## config.mk

```make
export PLATFORM = sky130hd
export DESIGN_NAME = pipe_hazard_ctrl
export DESIGN_NICKNAME = d
export VERILOG_FILES = /design/src/rtl/pipe_hazard_ctrl_pkg.sv /design/src/rtl/pipe_hazard_ctrl_sat_counter.sv /design/src/rtl/pipe_hazard_ctrl.sv
export SDC_FILE = /design/constraint.sdc
export NUM_CORES = 1
export LEC_CHECK = 0
export CAP_MARGIN = 25
export CORE_MARGIN = 5
export CORE_UTILIZATION = 45
export CTS_CLUSTER_SIZE = 20
export DETAILED_ROUTE_END_ITERATION = 10
export PLACE_DENSITY = 0.82
export SLEW_MARGIN = 20
export SYNTH_ARGS = -nofsm -noshare
export SYNTH_HDL_FRONTEND = slang
export SYNTH_SLANG_ARGS = --single-unit
```

## constraint.sdc

```tcl
create_clock -name clk -period 2.6 [get_ports clk]
set_input_delay 0.52 -clock clk [delete_from_list [all_inputs] [get_ports clk]]
set_output_delay 0.52 -clock clk [all_outputs]
set_load 0.05 [all_outputs]
```

## src/rtl/pipe_hazard_ctrl_pkg.sv

```systemverilog
// Shared constants and types for the pipeline hazard/forwarding controller.
package pipe_hazard_ctrl_pkg;

   // EXE operand source selects
   localparam logic [1:0] FWD_RF  = 2'b00;
   localparam logic [1:0] FWD_MEM = 2'b01;
   localparam logic [1:0] FWD_WB  = 2'b10;

   // Controller states: idle, extra load-use bubbles, multi-cycle op in EXE
   typedef enum logic [1:0] {
      IDLE    = 2'b00,
      LD_WAIT = 2'b01,
      MC_BUSY = 2'b10
   } hz_state_e;

   // Default parameter values
   localparam int DEF_RA_W     = 5;
   localparam int DEF_LOAD_LAT = 1;
   localparam int DEF_MC_LAT   = 4;
   localparam int DEF_CNT_W    = 16;

   // Down-counter widths sized for LOAD_LAT <= 7 and MC_LAT <= 15
   localparam int LD_CNT_W = 3;
   localparam int MC_CNT_W = 4;

endpackage

```

## src/rtl/pipe_hazard_ctrl_sat_counter.sv

```systemverilog
// Saturating up-counter with synchronous clear; clear wins over increment.
module sat_counter #(
   parameter int CNT_W = 16
) (
   input  logic             clk,
   input  logic             rst_n,
   input  logic             inc_i,
   input  logic             clr_i,
   output logic [CNT_W-1:0] cnt_o
);

   logic [CNT_W-1:0] cnt_q;
   logic [CNT_W-1:0] cnt_d;

   // Next count: clear, else increment unless already at all-ones
   always_comb begin
      cnt_d = cnt_q;
      if (clr_i) begin
         cnt_d = '0;
      end else if (inc_i && (cnt_q != '1)) begin
         cnt_d = cnt_q + CNT_W'(1);
      end
   end

   // Count register
   always_ff @(posedge clk or negedge rst_n) begin
      if (!rst_n) begin
         cnt_q <= '0;
      end else begin
         cnt_q <= cnt_d;
      end
   end

   assign cnt_o = cnt_q;

endmodule

```

## src/rtl/pipe_hazard_ctrl.sv

```systemverilog
// Hazard and forwarding controller for the 5-stage pipeline: operand
// forwarding, load-use stalls, multi-cycle op stalls, branch/jump flushes
// and saturating stall/flush performance counters.
module pipe_hazard_ctrl
   import pipe_hazard_ctrl_pkg::*;
#(
   parameter int RA_W     = DEF_RA_W,
   parameter int LOAD_LAT = DEF_LOAD_LAT,
   parameter int MC_LAT   = DEF_MC_LAT,
   parameter int CNT_W    = DEF_CNT_W
) (
   input  logic             clk,
   input  logic             rst_n,
   input  logic [RA_W-1:0]  id_rs_i,
   input  logic [RA_W-1:0]  id_rt_i,
   input  logic             id_use_rs_i,
   input  logic             id_use_rt_i,
   input  logic [RA_W-1:0]  exe_rs_i,
   input  logic [RA_W-1:0]  exe_rt_i,
   input  logic [RA_W-1:0]  exe_rw_i,
   input  logic             exe_regwr_i,
   input  logic             exe_memtoreg_i,
   input  logic [RA_W-1:0]  mem_rw_i,
   input  logic             mem_regwr_i,
   input  logic             mem_memtoreg_i,
   input  logic [RA_W-1:0]  wb_rw_i,
   input  logic             wb_regwr_i,
   input  logic             exe_mc_start_i,
   input  logic             exe_branch_taken_i,
   input  logic             id_jump_i,
   input  logic             cnt_clr_i,
   output logic [1:0]       fwd_a_o,
   output logic [1:0]       fwd_b_o,
   output logic             stall_pc_o,
   output logic             stall_if_id_o,
   output logic             stall_id_exe_o,
   output logic             bubble_id_exe_o,
   output logic             bubble_exe_mem_o,
   output logic             flush_if_id_o,
   output logic             mc_busy_o,
   output logic [CNT_W-1:0] stall_cycles_o,
   output logic [CNT_W-1:0] flush_count_o
);

   localparam logic [LD_CNT_W-1:0] LD_INIT = LD_CNT_W'(LOAD_LAT - 1);
   localparam logic [MC_CNT_W-1:0] MC_INIT = MC_CNT_W'(MC_LAT - 1);

   // ---------------- forwarding ----------------
   logic [RA_W-1:0] exe_src [2];
   logic [1:0]      fwd_sel [2];

   assign exe_src[0] = exe_rs_i;
   assign exe_src[1] = exe_rt_i;

   generate
      for (genvar gi = 0; gi < 2; gi++) begin : g_fwd
         // MEM ALU result beats WB; register 0 is never forwarded
         always_comb begin
            fwd_sel[gi] = FWD_RF;
            if (mem_regwr_i && !mem_memtoreg_i && (mem_rw_i != '0) && (mem_rw_i == exe_src[gi])) begin
               fwd_sel[gi] = FWD_MEM;
            end else if (wb_regwr_i && (wb_rw_i != '0) && (wb_rw_i == exe_src[gi])) begin
               fwd_sel[gi] = FWD_WB;
            end
         end
      end
   endgenerate

   assign fwd_a_o = fwd_sel[0];
   assign fwd_b_o = fwd_sel[1];

   // ---------------- hazard FSM ----------------
   hz_state_e             state_q, state_d;
   logic [LD_CNT_W-1:0]   ld_cnt_q, ld_cnt_d;
   logic [MC_CNT_W-1:0]   mc_cnt_q, mc_cnt_d;
   logic                  lu;
   logic                  stall_pc, stall_if_id, stall_id_exe;
   logic                  bubble_id_exe, bubble_exe_mem, flush_if_id;

   assign lu = exe_regwr_i && exe_memtoreg_i && (exe_rw_i != '0) &&
               ((id_use_rs_i && (id_rs_i == exe_rw_i)) ||
                (id_use_rt_i && (id_rt_i == exe_rw_i)));

   // Next state and stall/flush decisions; priority mc > branch > load-use > jump
   always_comb begin
      state_d        = state_q;
      ld_cnt_d       = ld_cnt_q;
      mc_cnt_d       = mc_cnt_q;
      stall_pc       = 1'b0;
      stall_if_id    = 1'b0;
      stall_id_exe   = 1'b0;
      bubble_id_exe  = 1'b0;
      bubble_exe_mem = 1'b0;
      flush_if_id    = 1'b0;
      case (state_q)
         IDLE: begin
            if (exe_mc_start_i) begin
               stall_pc       = 1'b1;
               stall_if_id    = 1'b1;
               stall_id_exe   = 1'b1;
               bubble_exe_mem = 1'b1;
               state_d        = MC_BUSY;
               mc_cnt_d       = MC_INIT;
            end else if (exe_branch_taken_i) begin
               flush_if_id    = 1'b1;
               bubble_id_exe  = 1'b1;
            end else if (lu) begin
               stall_pc       = 1'b1;
               stall_if_id    = 1'b1;
               bubble_id_exe  = 1'b1;
               if (LOAD_LAT > 1) begin
                  state_d  = LD_WAIT;
                  ld_cnt_d = LD_INIT;
               end
            end else if (id_jump_i) begin
               flush_if_id    = 1'b1;
            end
         end
         LD_WAIT: begin
            if (exe_branch_taken_i) begin
               flush_if_id    = 1'b1;
               bubble_id_exe  = 1'b1;
               state_d        = IDLE;
            end else begin
               stall_pc       = 1'b1;
               stall_if_id    = 1'b1;
               bubble_id_exe  = 1'b1;
               ld_cnt_d       = ld_cnt_q - LD_CNT_W'(1);
               if (ld_cnt_q == LD_CNT_W'(1)) begin
                  state_d = IDLE;
               end
            end
         end
         MC_BUSY: begin
            stall_pc       = 1'b1;
            stall_if_id    = 1'b1;
            stall_id_exe   = 1'b1;
            bubble_exe_mem = 1'b1;
            mc_cnt_d       = mc_cnt_q - MC_CNT_W'(1);
            if (mc_cnt_q == MC_CNT_W'(1)) begin
               state_d = IDLE;
            end
         end
         default: begin
            state_d = IDLE;
         end
      endcase
   end

   // State and down-counter registers
   always_ff @(posedge clk or negedge rst_n) begin
      if (!rst_n) begin
         state_q  <= IDLE;
         ld_cnt_q <= '0;
         mc_cnt_q <= '0;
      end else begin
         state_q  <= state_d;
         ld_cnt_q <= ld_cnt_d;
         mc_cnt_q <= mc_cnt_d;
      end
   end

   // Control outputs are forced low while reset is asserted
   assign stall_pc_o       = rst_n & stall_pc;
   assign stall_if_id_o    = rst_n & stall_if_id;
   assign stall_id_exe_o   = rst_n & stall_id_exe;
   assign bubble_id_exe_o  = rst_n & bubble_id_exe;
   assign bubble_exe_mem_o = rst_n & bubble_exe_mem;
   assign flush_if_id_o    = rst_n & flush_if_id;
   assign mc_busy_o        = (state_q == MC_BUSY);

   // ---------------- performance counters ----------------
   sat_counter #(.CNT_W(CNT_W)) u_stall_cnt (
      .clk   (clk),
      .rst_n (rst_n),
      .inc_i (stall_pc_o),
      .clr_i (cnt_clr_i),
      .cnt_o (stall_cycles_o)
   );

   sat_counter #(.CNT_W(CNT_W)) u_flush_cnt (
      .clk   (clk),
      .rst_n (rst_n),
      .inc_i (flush_if_id_o),
      .clr_i (cnt_clr_i),
      .cnt_o (flush_count_o)
   );

endmodule

```

---- Word-level counts from Yosys, hierarchy flattened ----
Cells that the tools add are included.
operators by class
  eq/ne operators ......................... 15
  reduce and logical (&&, ||, !) cells .... 26
  $mul .................................... 0
  $add $sub $neg .......................... 4
  shift-type cells ........................ 0
  magnitude comparators ................... 0
  divide/modulo/power cells ............... 0
  multiplexer cells ....................... 31
  bitwise gates (word level) .............. 5
operators by type and width
  cell                                                                number
  16-bit 2-to-1 mux                                                   4
  16-bit by 1-bit adder with 16-bit output, second input constant     2
  16-bit != test, second input constant                               2
  5-bit == test                                                       6
  2-bit 2-to-1 mux                                                    8
  5-bit nonzero test                                                  3
  1-bit logical AND                                                   14
  1-bit 2-to-1 mux                                                    12
  4-bit one-hot mux with 2 select lines                               1
  1-bit one-hot mux with 2 select lines                               3
  2-bit one-hot mux with 3 select lines                               1
  2-bit nonzero test                                                  3
  1-bit bitwise AND                                                   4
  4-bit by 1-bit == test with 1-bit output, second input constant     1
  4-bit 2-to-1 mux                                                    1
  2-bit AND reduction                                                 2
  4-bit by 1-bit subtractor with 4-bit output, second input constant  1
  3-bit by 1-bit == test with 1-bit output, second input constant     1
  3-bit != test, second input constant                                1
  1-bit one-hot mux with 3 select lines                               1
  3-bit AND reduction                                                 1
  3-bit by 1-bit subtractor with 3-bit output, second input constant  1
  2-bit by 1-bit == test with 1-bit output, second input constant     1
  2-bit == test, second input constant                                1
  other kinds (6)                                                     6
storage, ports and cells
  memory bits (read-only) ................. 0
  RAM bits ................................ 0
  memories kept ........................... 0
  input bits .............................. 48
  latch bits .............................. 0
  register bits after elaboration ......... 41

---- Longest topological paths before layout ----
  depth in word-level cells ............... 12
  depth in mapped cells ................... 9
  gate-level depth less buffers ........... 7

---- Modules after synthesis ----
A second synthesis with hierarchy kept.
unflattened totals
  cell total of the unflattened synthesis .. 282
  area total of the unflattened synthesis .. 2600.0 sq um
by module, submodules not included
  module            cells each  sequential area each (sq um)  instances  area an instance (sq um)
  sat_counter       98          400.4                         2          942.2
  pipe_hazard_ctrl  86          125.1                         1          715.7

---- Worst setup path after synthesis ----
OpenSTA, ideal clock, no wires.
  kind .................................... input -> output
  start point ............................. in mem_regwr_i
  end point ............................... out fwd_a_o[1]
  stages on the path ...................... 4
  path buffers ............................ 0
  arrival time ............................ 3.104 ns
  path slack .............................. -1.024 ns
  cells stage by stage .................... nor2b_1 -> o21ai_0 -> nor4_1 -> nor4_1
between the ends
  word-level cells in the longest chain between the ends .. 4
ends and longest elaborated chain
  element                          RTL line                source
  start, declared                  pipe_hazard_ctrl.sv:24  input logic mem_regwr_i,
  1-bit logical AND (3 in series)  pipe_hazard_ctrl.sv:60  if (mem_regwr_i && !mem_memtoreg_i && (mem_rw_i != '0) && (mem_rw_i == exe_src[gi])) begin
  2-bit 2-to-1 mux                 pipe_hazard_ctrl.sv:60
  end, declared                    pipe_hazard_ctrl.sv:32  output logic [1:0] fwd_a_o,
Every way passes these cells.

---- Worst setup path in the final report ----
  start point ............................. in exe_rw_i[2]
  end point ............................... out stall_if_id_o
between the ends
  word-level cells in the longest chain between the ends .. 9
  elaborated cells on any way between the ends .. 13
  those cells by class .................... eq/ne (2); mux (4); bitwise (1); reduce/logical (6)
ends and longest elaborated chain
  element                                      RTL line                                        source
  start, declared                              pipe_hazard_ctrl.sv:20                          input logic [RA_W-1:0] exe_rw_i,
  5-bit == test, on equally long branches      pipe_hazard_ctrl.sv:81, pipe_hazard_ctrl.sv:82
  1-bit logical AND, on equally long branches  pipe_hazard_ctrl.sv:81, pipe_hazard_ctrl.sv:82
  1-bit logical OR                             pipe_hazard_ctrl.sv:81                          ((id_use_rs_i && (id_rs_i == exe_rw_i)) ||
  1-bit logical AND (*)                        pipe_hazard_ctrl.sv:80                          assign lu = exe_regwr_i && exe_memtoreg_i && (exe_rw_i != '0) &&
  1-bit 2-to-1 mux (*)                         pipe_hazard_ctrl.sv:107                         end else if (lu) begin
  1-bit 2-to-1 mux (*)                         pipe_hazard_ctrl.sv:104                         end else if (exe_branch_taken_i) begin
  1-bit 2-to-1 mux (*)                         pipe_hazard_ctrl.sv:97                          if (exe_mc_start_i) begin
  1-bit one-hot mux with 3 select lines (*)    pipe_hazard_ctrl.sv:95                          case (state_q)
  1-bit bitwise AND (*)                        pipe_hazard_ctrl.sv:165                         assign stall_if_id_o = rst_n & stall_if_id;
  end, declared                                pipe_hazard_ctrl.sv:35                          output logic stall_if_id_o,
Mark *: on every way between the ends. The rest lies on a longest branch, timed or not.

==> impl_results.rst <==
.. list-table::
   :header-rows: 1

   * - Metric
     - Value
   * - Utilization of the core after routing
     - 77.17%
   * - Commonest register cell after synthesis
     - sky130_fd_sc_hd__dfrtp_1
   * - Static leakage
     - 1.672 nW
   * - Maximum level of the CTS H-tree
     - 2
   * - Critical path launch point
     - exe_rw_i[2]
   * - Congestion Overflow GR
     - 0
   * - Maximum achievable frequency
     - 0.3766 GHz
   * - Clock period minus worst slack
     - 2.655 ns
   * - Synth area leaders
     - sky130_fd_sc_hd__dfrtp_1 39%, sky130_fd_sc_hd__xor2_1 8.7%, sky130_fd_sc_hd__a21oi_1 6.2%
   * - Final-report max-slew violation count
     - 0
   * - Unrepaired setup endpoints after global routing
     - true
   * - Clock buffers created by TritonCTS
     - 5
   * - # setup viols final
     - 2
   * - Clock tree root driver cell
     - sky130_fd_sc_hd__clkbuf_8
   * - Max Used Layer
     - met4
   * - Count of buffer and inverter cells on the critical path
     - 3
   * - Setup slack, reg-to-reg
     - 0.08 ns
   * - Number of cells on the worst reg-to-reg path
     - 8
   * - Setup TNS after final layout
     - -0.1077 ns
   * - Warning count from the yosys run
     - 0
   * - Distinct cells, synth
     - 40
   * - Worst EP required
     - 2.08 ns
   * - Terminus of the critical flop-to-flop path
     - u_stall_cnt.cnt_o[14]
   * - Clk slew on worst S/H paths
     - 0.07 ns
   * - Drt pass-1 iters
     - 4
   * - Die width
     - 83.09 um
   * - Final antenna diode count
     - 0
   * - Global-route wire length before repair
     - 13030 um
   * - Cell at the slowest stage of the critical path
     - sky130_fd_sc_hd__or4_4
   * - Filler cell count
     - 375
   * - Number of enable flip-flop cells after synthesis
     - 0
   * - Weighted congestion reported at the end of routability-driven placement
     - 0.8375
   * - Largest stage delay on the critical path
     - 0.52 ns
   * - Effective utilization at floorplan
     - 46.76%
   * - I/O Pins
     - 91
   * - Part of the cycle the worst path needs
     - 102.1%
   * - Critical Path Stages
     - 7
   * - Skew final
     - 0.006921 ns
   * - Number of antenna violations at the first check in global routing
     - 0
   * - Clock tree from TritonCTS
     - built
   * - Antenna viol nets, final
     - 0
   * - Mapped Nets
     - 329
   * - Average footprint of a synthesized cell
     - 8.677 um^2
   * - Total of flip-flops plus latches after synthesis
     - 37
   * - Number of violations of the max-capacitance limit
     - 0
   * - Crit path DAT
     - 2.14 ns
   * - Count of non-filler cells in the finished layout
     - 471
   * - Clock Tree Buf Depth
     - 2
   * - Nets@finish
     - 452
   * - Fraction of layout instances using a drive strength above 1
     - 25.44%
   * - Placeable Area
     - 5140 um^2
   * - Summed instance area of the synthesized netlist
     - 2404 um^2
   * - Area taken by flip-flops and latches
     - 928.4 um^2
   * - Pwr Density
     - 432.0 nW/um^2
   * - Worst slack after detailed placement
     - -0.3224 ns
   * - Later-pin clock latency in the skew report
     - 0.29 ns
   * - Final hold slack
     - 0.2269 ns
   * - Share of flip-flops with an asynchronous set or reset after synthesis
     - 100.0%
   * - Count of mapped cells out of synthesis
     - 277
   * - Endpoint type of the worst setup path
     - primary output
   * - Startpoint Class
     - input pin
   * - Routed via count divided by cell count
     - 5.648
   * - Post-route DRC violation count
     - 0
   * - Cell repeated most along the worst path
     - sky130_fd_sc_hd__buf_8
   * - Largest delay share family, worst path
     - compound AO/OA/AOI/OAI gates
   * - Total placed cells including tap cells
     - 457
   * - Top post-synthesis cells by count
     - 37 x sky130_fd_sc_hd__dfrtp_1, 30 x sky130_fd_sc_hd__a21oi_1, 26 x sky130_fd_sc_hd__o21ai_0
   * - Number of buffers added to fix hold violations after cts
     - 0
   * - Hold/Removal Path Class
     - in2async
   * - Maximum fanout along the worst path
     - 3
   * - Routed Wire Length
     - 7730 um
   * - Worst-case vdd ir drop
     - 368.3 uV
   * - Worst-margin pin slew
     - 0.5192 ns
   * - Failing checks
     - setup timing
   * - Multi-input gate area in the final layout
     - 1560 um^2
   * - Total global routing track utilization
     - 22.73%
   * - Number of DRC violations after detailed-routing iteration 0
     - 100
   * - Pin count of the biggest net entering global routing
     - 29
   * - Area fraction of the dominant cell type after synthesis
     - 38.52%
   * - Area of the die
     - 6903 um^2
   * - Cell with the most instances after synthesis
     - sky130_fd_sc_hd__dfrtp_1
   * - Critical path cell sequence
     - buf_8 > or4_4 > o211ai_1 > buf_4 > nor3_4 > o31a_2 > buf_8
   * - Cell type contributing the most total cell area after synthesis
     - sky130_fd_sc_hd__dfrtp_1
   * - Count of buffers from port buffering
     - 90
   * - Sum of routed wire segments on met1
     - 3038 um
   * - Amount of wire on met2 after detailed routing
     - 3984 um
   * - Total half-perimeter wirelength after legalization and detailed placement
     - 5568 um
   * - Sink count of the clock tree
     - 37
   * - Via count
     - 2660
   * - Seq/Total Area, Yosys
     - 38.52%
   * - Placement row count
     - 26
   * - Wire length per cell
     - 16.41 um
   * - Area growth, synth to finish
     - 65.02%
   * - Setup WS post-layout
     - -0.05519 ns
   * - Worst setup path endpoint
     - stall_if_id_o
   * - Wire length on met3
     - 447 um
   * - Die H
     - 83.09 um
   * - Final hold vios
     - 0
   * - Outcome
     - finished with violations
   * - Critical register-to-register path startpoint
     - u_stall_cnt.cnt_o[0]
   * - Class of the most critical setup path
     - in2out
   * - Via count of the first global-routing pass
     - 2766
   * - Worst slew margin relative to its limit
     - 65.28%
==> report_power, final <==
part / switching (mW) / internal, mW / total [mW]
combinational: 0.352 / 0.293 / 0.645
sequential: 0.0535 / 0.622 / 0.675
clock: 0.207 / 0.186 / 0.393
total: 0.613 / 1.10 / 1.71
==> cell usage in the layout, fill, tap and decap left out, drive strengths merged, types with 4 or more instances in the layout <==
master,instances
and3,6
o21ai,26
clkbuf,11
nand3,13
inv,8
o31ai,5
ha,4
xor2,24
xnor2,8
nor2,13
a21oi,30
nand2,18
buf,57
dlygate4sd2,10
dlymetal6s2s,8
or3,24
clkdlybuf4s50,49
dfrtp,37
nor3,5
or4,9
nor4,6
==> flip-flops by register name (all words and copies together) (netlist names) <==
| register | flops |
|---|---|
| mc_cnt_q | 4 |
| u_stall_cnt.cnt_o | 16 |
| state_q | 1 |
| u_flush_cnt.cnt_o | 16 |
==> layout make-up <==
cell class	instances	share of cell area (%)
Inverter	8	0.7571
Clock buffer	6	1.830
Multi-Input combinational cell	217	39.34
Tap cell	70	2.208
Sequential cell	37	23.41
Timing Repair Buffer	131	32.21
Clock inverter	2	0.2524
==> worst min-delay path by stage <==
stage,slack [ns],cells past startpoint,start,end
global placement,0.49,2,mc_cnt_q[2],mc_cnt_q[2]
global route,0.23,2,rst_n,u_stall_cnt.cnt_o[13]
detailed placement,0.52,1,mc_cnt_q[0],mc_cnt_q[0]
floorplan,0.22,0,rst_n,mc_cnt_q[0]
finish,0.23,2,rst_n,u_stall_cnt.cnt_o[12]
CTS,0.22,2,rst_n,u_stall_cnt.cnt_o[10]
==> routing by layer <==
layer  global-route usage, %  up-vias
met5                       0        -
met4                   9.955        0
met3                   5.149       23
met2                   38.56      101
met1                   27.48     1282
li1                        -     1254
==> cell families (layout without fill, tap and decap cells) <==
group / count (synthesis) / count (layout) / synth area share, %
muxes: 3 / 3 / 1.301
and+or+nand+nor: 106 / 106 / 24.62
adders and majority gates: 4 / 4 / 2.082
buffers and inverters: 23 / 147 / 4.737
xor gates and xnor gates: 32 / 32 / 11.66
DFF: 37 / 37 / 38.52
AOI/OAI and AO/OA: 72 / 72 / 17.07
==> through the flow <==
stage               power [mW]  cell area [um^2]
finish                   1.714              3966
global route             1.813              3966
detailed placement       1.293              3704
CTS                      1.699              3879
floorplan                1.011              2474
global placement         1.267              3704
==> timing repair <==
item | in CTS | in global routing
gates resized for setup | 54 | 43
hold endpoints to repair | 0 | 0
setup endpoints to repair | 9 | 9
pin swaps | 17 | 17
setup buffers | 5 | 1
No activity file was read; power rests on OpenSTA's default activity.
